### src/rtl/complex_operand_feeder_pkg.sv
// complex_operand_feeder_pkg: shared widths, slot length, phase type and operand-set layout
package complex_operand_feeder_pkg;
  localparam int WIDTH_DEF = 8;
  localparam int SLOT = 4;
  typedef logic [1:0] phase_t;
  typedef struct packed {
    logic [WIDTH_DEF-1:0] a1;
    logic [WIDTH_DEF-1:0] b1;
    logic [WIDTH_DEF-1:0] a2;
    logic [WIDTH_DEF-1:0] b2;
  } opset_t;
endpackage

### src/rtl/complex_operand_feeder_if.sv
// complex_operand_feeder_if: producer handshake, issued operands and status of the operand feeder
interface complex_operand_feeder_if #(
  parameter int WIDTH = complex_operand_feeder_pkg::WIDTH_DEF,
  parameter int DEPTH = 4
);
  import complex_operand_feeder_pkg::*;
  logic flush, in_valid, in_ready, out_valid, out_start;
  logic [WIDTH-1:0] in_a1, in_b1, in_a2, in_b2;
  logic [WIDTH-1:0] out_a1, out_b1, out_a2, out_b2;
  phase_t phase;
  logic [$clog2(DEPTH):0] count;
  modport master (
    output flush, in_valid, in_a1, in_b1, in_a2, in_b2,
    input in_ready, out_a1, out_b1, out_a2, out_b2, out_valid, out_start, phase, count
  );
  modport slave (
    input flush, in_valid, in_a1, in_b1, in_a2, in_b2,
    output in_ready, out_a1, out_b1, out_a2, out_b2, out_valid, out_start, phase, count
  );
endinterface

### src/rtl/complex_operand_feeder_cplx_sync_fifo.sv
// cplx_sync_fifo: DEPTH x W synchronous FIFO with explicit occupancy register and flush
module cplx_sync_fifo #(
  parameter int W = 32,
  parameter int DEPTH = 4
) (
  input  logic                   clk,
  input  logic                   rst_n,
  input  logic                   flush,
  input  logic                   push,
  input  logic                   pop,
  input  logic [W-1:0]           wdata,
  output logic [W-1:0]           rdata,
  output logic [$clog2(DEPTH):0] count,
  output logic                   full,
  output logic                   empty
);
  localparam int AW = $clog2(DEPTH);
  localparam int CW = AW + 1;
  logic [W-1:0] mem_q [DEPTH];
  logic [AW-1:0] wr_ptr_q, wr_ptr_d, rd_ptr_q, rd_ptr_d;
  logic [CW-1:0] count_q, count_d;
  logic do_push, do_pop;
  always_comb begin
    full = count_q == CW'(DEPTH);
    empty = count_q == '0;
    do_push = push && !full && !flush;
    do_pop = pop && !empty && !flush;
    wr_ptr_d = flush ? '0 : wr_ptr_q + AW'(do_push);
    rd_ptr_d = flush ? '0 : rd_ptr_q + AW'(do_pop);
    count_d = flush ? '0 : count_q + CW'(do_push) - CW'(do_pop);
  end
  always_ff @(posedge clk or negedge rst_n) begin
    if (!rst_n) begin
      wr_ptr_q <= '0;
      rd_ptr_q <= '0;
      count_q <= '0;
    end else begin
      wr_ptr_q <= wr_ptr_d;
      rd_ptr_q <= rd_ptr_d;
      count_q <= count_d;
    end
  end
  always_ff @(posedge clk) begin
    if (do_push) mem_q[wr_ptr_q] <= wdata;
  end
  assign rdata = mem_q[rd_ptr_q];
  assign count = count_q;
endmodule

### src/rtl/complex_operand_feeder.sv
// complex_operand_feeder: buffers operand sets and issues one per multiplier slot, phase-aligned
module complex_operand_feeder
  import complex_operand_feeder_pkg::*;
#(
  parameter int WIDTH = WIDTH_DEF,
  parameter int DEPTH = 4
) (
  input logic clk,
  input logic rst_n,
  complex_operand_feeder_if.slave bus
);
  localparam int SW = 4 * WIDTH;
  phase_t phase_q, phase_d;
  logic [SW-1:0] set_q, set_d, head;
  logic out_valid_q, out_valid_d, out_start_q, out_start_d;
  logic boundary, full, empty;
  cplx_sync_fifo #(.W(SW), .DEPTH(DEPTH)) u_fifo (
    .clk   (clk),
    .rst_n (rst_n),
    .flush (bus.flush),
    .push  (bus.in_valid),
    .pop   (boundary),
    .wdata ({bus.in_a1, bus.in_b1, bus.in_a2, bus.in_b2}),
    .rdata (head),
    .count (bus.count),
    .full  (full),
    .empty (empty)
  );
  // Phase keeps running through flush so the multiplier schedule never slips
  always_comb begin
    boundary = phase_q == phase_t'(SLOT - 1);
    phase_d = phase_q + 2'd1;
    set_d = bus.flush ? '0 : boundary ? (empty ? '0 : head) : set_q;
    out_valid_d = bus.flush ? 1'b0 : boundary ? !empty : out_valid_q;
    out_start_d = !bus.flush && boundary && !empty;
  end
  always_ff @(posedge clk or negedge rst_n) begin
    if (!rst_n) begin
      phase_q <= '0;
      set_q <= '0;
      out_valid_q <= 1'b0;
      out_start_q <= 1'b0;
    end else begin
      phase_q <= phase_d;
      set_q <= set_d;
      out_valid_q <= out_valid_d;
      out_start_q <= out_start_d;
    end
  end
  assign bus.in_ready = !full;
  assign {bus.out_a1, bus.out_b1, bus.out_a2, bus.out_b2} = set_q;
  assign bus.out_valid = out_valid_q;
  assign bus.out_start = out_start_q;
  assign bus.phase = phase_q;
endmodule

### src/flat_wrapper.sv
// flat-port wrapper written by rule: the top's interface ports become plain ports
module complex_operand_feeder_flat import complex_operand_feeder_pkg::*;
#(
  parameter int WIDTH = WIDTH_DEF,
  parameter int DEPTH = 4
)
  (clk, rst_n, bus_flush, bus_in_valid, bus_in_a1, bus_in_b1, bus_in_a2, bus_in_b2, bus_in_ready, bus_out_a1, bus_out_b1, bus_out_a2, bus_out_b2, bus_out_valid, bus_out_start, bus_phase, bus_count);
  complex_operand_feeder_if #(.WIDTH(WIDTH), .DEPTH(DEPTH)) bus_i ();
  input logic clk;
  input logic rst_n;
  input wire logic [$bits(bus_i.flush)-1:0] bus_flush;
  input wire logic [$bits(bus_i.in_valid)-1:0] bus_in_valid;
  input wire logic [$bits(bus_i.in_a1)-1:0] bus_in_a1;
  input wire logic [$bits(bus_i.in_b1)-1:0] bus_in_b1;
  input wire logic [$bits(bus_i.in_a2)-1:0] bus_in_a2;
  input wire logic [$bits(bus_i.in_b2)-1:0] bus_in_b2;
  output wire logic [$bits(bus_i.in_ready)-1:0] bus_in_ready;
  output wire logic [$bits(bus_i.out_a1)-1:0] bus_out_a1;
  output wire logic [$bits(bus_i.out_b1)-1:0] bus_out_b1;
  output wire logic [$bits(bus_i.out_a2)-1:0] bus_out_a2;
  output wire logic [$bits(bus_i.out_b2)-1:0] bus_out_b2;
  output wire logic [$bits(bus_i.out_valid)-1:0] bus_out_valid;
  output wire logic [$bits(bus_i.out_start)-1:0] bus_out_start;
  output wire logic [$bits(bus_i.phase)-1:0] bus_phase;
  output wire logic [$bits(bus_i.count)-1:0] bus_count;
  assign bus_i.flush = bus_flush;
  assign bus_i.in_valid = bus_in_valid;
  assign bus_i.in_a1 = bus_in_a1;
  assign bus_i.in_b1 = bus_in_b1;
  assign bus_i.in_a2 = bus_in_a2;
  assign bus_i.in_b2 = bus_in_b2;
  assign bus_in_ready = bus_i.in_ready;
  assign bus_out_a1 = bus_i.out_a1;
  assign bus_out_b1 = bus_i.out_b1;
  assign bus_out_a2 = bus_i.out_a2;
  assign bus_out_b2 = bus_i.out_b2;
  assign bus_out_valid = bus_i.out_valid;
  assign bus_out_start = bus_i.out_start;
  assign bus_phase = bus_i.phase;
  assign bus_count = bus_i.count;
  complex_operand_feeder #(.WIDTH(WIDTH), .DEPTH(DEPTH)) u_core (.clk(clk), .rst_n(rst_n), .bus(bus_i));
endmodule
### config.mk
export PLATFORM = sky130hd
export DESIGN_NAME = complex_operand_feeder_flat
export DESIGN_NICKNAME = d
export VERILOG_FILES = /design/src/rtl/complex_operand_feeder_pkg.sv /design/src/rtl/complex_operand_feeder_if.sv /design/src/rtl/complex_operand_feeder_cplx_sync_fifo.sv /design/src/rtl/complex_operand_feeder.sv /design/src/flat_wrapper.sv
export SDC_FILE = /design/constraint.sdc
export NUM_CORES = 1
export LEC_CHECK = 0
export ABC_CLOCK_PERIOD_IN_PS = 7300
export CORE_ASPECT_RATIO = 1.5
export CORE_MARGIN = 1
export CORE_UTILIZATION = 55
export DETAILED_ROUTE_END_ITERATION = 10
export GPL_TIMING_DRIVEN = 0
export PLACE_DENSITY_LB_ADDON = 0.25
export SLEW_MARGIN = 10
export SYNTH_ARGS = -nofsm -noshare
export SYNTH_HDL_FRONTEND = slang
export SYNTH_HIERARCHICAL = 1
export SYNTH_SLANG_ARGS = --single-unit
### constraint.sdc
create_clock -name clk -period 7.3 [get_ports clk]
set_input_delay 1.095 -clock clk [delete_from_list [all_inputs] [get_ports clk]]
set_output_delay 1.095 -clock clk [all_outputs]
set_load 0.05 [all_outputs]
**Word-level counts from Yosys, hierarchy flattened**

Memories as Yosys holds them, arrays and structs flattened.
Index checks and enable logic that the tools add are counted.

- Reductions and logical operators: 11
- Mux-type cells: 10
- Equality and inequality tests: 2
- Add/subtract/negate cells: 5

Operators by type and width:

| kind | number |
|---|---|
| $mux 32 | 3 |
| $logic_and 1x1->1 | 6 |
| $add 2x1->2 | 2 |
| $mux 1 | 4 |
| $mux 2 | 2 |
| $add 3x1->3 | 1 |
| $eq 3x3->1 const B | 1 |
| $logic_not 1->1 | 3 |
| $logic_not 3->1 | 1 |
| $mux 3 | 1 |
| $sub 3x1->3 | 1 |
| $add 2x1->2 const B | 1 |
| $eq 2x2->1 const B | 1 |
| $reduce_bool 2->1 | 1 |

- Output and inout port bits: 40
- Bits in writable memories: 128
- Input port bits: 36
- Register bits after elaboration: 43
- Memories: 1
- Word-level logic and storage cells: 36

Memories:

| name | words | width | read ports | clocked after Yosys merged registers in | write ports | line | source |
|---|---|---|---|---|---|---|---|
| u_core.u_fifo.mem_q | 4 | 32 | 1 | 0 | 1 | complex_operand_feeder_cplx_sync_fifo.sv:19 | `logic [W-1:0] mem_q [DEPTH];` |

**Depth between registers and ports, before layout**

- Depth in word-level cells: 7
- Gate-level depth with buffers: 10
- Mapped depth without buffers: 9

**Hierarchy**

Netlist, hierarchy kept.

Modules (own cells, without submodules):

| module | area an instance (sq um) | times used | cells each |
|---|---|---|---|
| cplx_sync_fifo | 5068.6 | 1 | 204 |
| complex_operand_feeder | 1346.3 | 1 | 88 |

**Least setup slack after synthesis**

OpenSTA, ideal clock, no wires.

- Path kind: input to register
- Start point: input port bus_flush
- End point: memory u_core.u_fifo.mem_q[1][0] (enable)
- Data required time: 6.787 ns
- Cell stages on the path: 3
- Setup time: 0.513 ns
- Buffers on the path: 1
- Data arrival time: 4.868 ns
- Setup slack: 1.919 ns
- Path through: clkbuf_1 nand2b_1 nor4b_1

- Word-level cells in the longest chain between the ends: 4

RTL lines:

| what | line | source |
|---|---|---|
| start: declaration | flat_wrapper.sv:11 | `input wire logic [$bits(bus_i.flush)-1:0] bus_flush;` |
| $logic_not 1->1 | complex_operand_feeder_cplx_sync_fifo.sv:26 | `do_push = push && !full && !flush;` |
| $logic_and 1x1->1 | complex_operand_feeder_cplx_sync_fifo.sv:26 |  |
| $mux 1 | complex_operand_feeder_cplx_sync_fifo.sv:44 | `if (do_push) mem_q[wr_ptr_q] <= wdata;` |
| $mux 1 (implied by the code) | complex_operand_feeder_cplx_sync_fifo.sv:44 |  |
| end: declaration | complex_operand_feeder_cplx_sync_fifo.sv:19 |  |

No other way between the ends.

**Worst setup path after layout**

- Start point: input port bus_flush
- End point: register u_core.u_fifo.count_q[2], in the netlist u_core/u_fifo/count[2]

- Word-level cells in the longest chain between the ends: 5

RTL lines:

| what | line | source |
|---|---|---|
| $logic_not 1->1 | complex_operand_feeder_cplx_sync_fifo.sv:26, complex_operand_feeder_cplx_sync_fifo.sv:27 |  |
| $logic_and 1x1->1 | complex_operand_feeder_cplx_sync_fifo.sv:26 |  |
| $add 3x1->3 | complex_operand_feeder_cplx_sync_fifo.sv:30 | `count_d = flush ? '0 : count_q + CW'(do_push) - CW'(do_pop);` |
| $sub 3x1->3 | complex_operand_feeder_cplx_sync_fifo.sv:30 |  |
| $mux 3 (*) | complex_operand_feeder_cplx_sync_fifo.sv:30 |  |
| net u_core.u_fifo.count_d[2] | complex_operand_feeder_cplx_sync_fifo.sv:21 | `logic [CW-1:0] count_q, count_d;` |
| end signal: assignment | complex_operand_feeder_cplx_sync_fifo.sv:40 | `count_q <= count_d;` |
| end: declaration | complex_operand_feeder_cplx_sync_fifo.sv:21 |  |

The timed path passes the listed nets; every way through them passes the cells marked *.
A chain may end at the register's enable or synchronous reset.

==> results by group <==
Layout
  – Area grow syn2layout: 26.3%
  – Area of the multi-input gates: 1350 sq um
  – Final cell count without fillers: 567
  – Diodes inserted: 0
  – # nets final: 449
  – Reg area: 4920 sq um
  – Finished Cell Area: 8100 sq um
  – Layout cell share with drive strength beyond 1: 23.6%
  – Fillers: 707

Clock tree
  – CTS clock-pin slew for the worst setup and hold paths: 60 ps
  – Worst skew pair latency: 410 ps
  – Clock Root Buffer: clkbuf_16
  – CTS tree: built
  – Post-CTS Setup Bufs: 0
  – Hold buffers post-CTS: 0
  – Post-CTS resize count: 0
  – Clock sink count: 171
  – Cts bufs inserted: 17
  – Clock tree buffer depth: 2
  – H-tree depth: 4

Logic synthesis
  – Post-synthesis sequential area ratio: 76.7%
  – YS warnings: 6
  – Mean post-synth cell area: 22.0 sq um
  – Mux cell area share after synthesis: 11.4%
  – Post-synth top area share: 59.9%
  – Synth Area in Compound Gates: 5.07%
  – FF+latch count, synth: 171
  – Post-Synth Simple-Gate Area: 2.32%
  – Post-Synth Adder-Cell Area: 1.29%
  – Cell area after synthesis: 6410 sq um
  – Post-Synthesis Cells: 292
  – XOR/XNOR Fraction of Synth Area: 0.624%
  – Largest family of logic cells by synthesized area: multiplexers
  – Post-synth cell types: 29
  – Mapped Nets: 334
  – Post-synth top area cell: edfxtp_1
  – Top cells by area, synth: edfxtp_1, dfrtp_1, mux4_2

Timing
  – Worst Tran Pin Value: 806 ps
  – Skew final: 5.71 ps
  – Slew Viols, Final: 0
  – Tcrit/Tclk final: 46.7%
  – Final Critical Period: 3410 ps
  – RSZ-0062 raised after global routing: false
  – Slew HR: 46.1%
  – Final hold violation count: 0
  – Fmax: 0.293 GHz
  – Final setup vio count: 0
  – Setup ws final: 3890 ps

Routing
  – WL/cell: 21.2 um
  – First drt pass iteration count: 4
  – Antenna-violating nets left: 0
  – Post-DR vias/cell: 5.73
  – Number of vias in the routed layout: 3251
  – Routed WL: 12000 um
  – DRT iter0 DRCs: 166
  – DRC violations left: 0

Floorplanning
  – # rows: 47
  – Initial core utilization: 57.4%
  – Die Wd: 90.2 um
  – Core area: 11200 sq um
  – Die span in y: 134 um
  – IO Count: 76
  – Die ar.: 12100 sq um

Setup path
  – Max stage delay on crit path: 540 ps
  – Cell family with most CP delay: buffers and inverters
  – Critical-path maximum fanout: 9
  – Critical path startpoint category: primary input
  – Worst Path Buf+Inv: 4
  – WP data arrival: 3690 ps
  – CP endpoint kind: flop
  – Worst EP required: 7580 ps
  – CP Cell Sequence: clkdlybuf4s50_1 > clkbuf_1 > nand2b_1 > or2_2 > ha_1 > inv_1 > ha_1 > inv_1 > fa_1 > xnor3_1 > nor2_1
  – Kind of critical path: primary input to flop
  – CP max stage cell: clkdlybuf4s50_1

Worst hold path
  – Worst hold path type: flop to flop

Pwr
  – LEAKAGE: 2.86 nW
  – Worst vdd ir: 0.000203 V
  – Power per cell area: 284 nW/um^2

Status
  – Status: finished clean

Placed design
  – Placed Cells: 535
  – Final Wtd Congestion: 0.685
  – Setup slack at placement: 3490 ps
  – Port bufs: 75
  – Post-DP Area: 7540 sq um
  – Final HPWL DP: 8310 um

GRT
  – Grt peak-use layer: met2
  – Largest net degree at the start of global routing: 33
  – Met1 usage: 25.5%
  – Grt ovf: 0
  – Met2 usage: 40.4%
  – Initial antenna violation count: 0
  – Vias in the first global route: 3602
  – Gr usage total: 22.1%
  – First-pass GRT wire length: 19300 um
  – GR Util met3: 5.22%

Run
  – Max Cap Viol: 0
-- logic make-up (layout without fill, tap and decap cells) --
| group | after synthesis | in the layout |
|---|---|---|
| AND/OR/NAND/NOR | 24 | 24 |
| XOR/XNOR | 3 | 3 |
| multiplexers | 32 | 32 |
| adder cells (fa/ha/maj) | 6 | 6 |
| buffers and inverters | 23 | 151 |
| AO/OA/AOI/OAI | 33 | 33 |
| flip-flops | 171 | 171 |
-- report_power, final --
group          total [W]  internal (W)  leakage [nW]  switching [W]
clock           0.000847      0.000501         0.259       0.000346
sequential       0.00112       0.00110          1.75      0.0000238
combinational   0.000332      0.000128         0.849       0.000203
total            0.00230       0.00173          2.86       0.000573
-- layout make-up --
cell class	count	share of cell area, %
flip-flops and latches	171	60.7
multi-input cells	98	16.6
repair buffers	96	11.3
clock buffers	20	5.39
well taps	147	2.27
plain buffers	18	1.87
clock inverters	12	1.53
inverters	5	0.232
-- cells in the mapped netlist (all sizes together) --
library cell    n
nor4b           2
nor3b           2
nand2b          2
or2             1
clkbuf          4
nor4            1
xnor3           1
nor2            7
dfrtp          43
nor3            2
or2b            1
inv             5
ha              5
fa              1
nor2b           4
a32o           32
nand2           1
mux4           32
xnor2           2
and2            1
buf            14
edfxtp        128
a21oi           1
-- registers in the layout, summed over array words and instances, names as in the netlist --
signal	flops
u_core/set_q	32
u_core/bus.out_valid	1
u_core/u_fifo/wr_ptr_q	2
u_core/bus.phase	2
u_core/bus.out_start	1
u_core/u_fifo/count	3
u_core/u_fifo/mem_q	128
u_core/u_fifo/rd_ptr_q	2
-- metrics by stage --
stage | utilization [%] | total power [W] | setup TNS [ps] | hold slack [ps]
5_1_grt | 72.5 | 0.00238 | 0 | 490
4_1_cts | 72.5 | 0.00232 | 0 | 457
3_3_place_gp | 65.8 | 0.00146 | -125590 | 434
6_report | 72.5 | 0.00230 | 0 | 451
3_5_place_dp | 67.5 | 0.00148 | 0 | 448
2_1_floorplan | - | 0.00134 | 0 | 563
-- routing by layer --
metal	vias up	share of wire [%]
li1	1450	-
met1	1685	37
met2	97	57
met3	19	4.1
met4	0	1.9
met5	-	0
-- final timing paths --
path                                                        from                               end  slack, ps  depth (start not counted)
worst min register to register     u_core/bus.phase[0]$_DFF_PN0_     u_core/bus.phase[0]$_DFF_PN0_        450                          1
min in group asynchronous                                  rst_n  u_core/u_fifo/count[2]$_DFF_PN0_        580                          1
worst max register to register  u_core/u_fifo/count[1]$_DFF_PN0_  u_core/u_fifo/count[2]$_DFF_PN0_       4920                          9
worst min-delay path               u_core/bus.phase[0]$_DFF_PN0_     u_core/bus.phase[0]$_DFF_PN0_        450                          1
max in group asynchronous                                  rst_n      u_core/set_q[13]$_DFFE_PN0P_       6220                          2
worst max-delay path                                   bus_flush  u_core/u_fifo/count[2]$_DFF_PN0_       3890                         11
-- cells in the final DEF (no fill, tap or decap), drive strengths merged, types with 2 or more instances in the layout --
master / instances
a32o: 32
buf: 36
bufinv: 2
clkbuf: 24
clkdlybuf4s50: 74
clkinv: 5
clkinvlp: 4
dfrtp: 43
edfxtp: 128
ha: 5
inv: 6
mux4: 32
nand2b: 2
nor2: 7
nor2b: 4
nor3: 2
nor3b: 2
nor4b: 2
xnor2: 2
No activity file was read; power rests on OpenSTA's default activity.
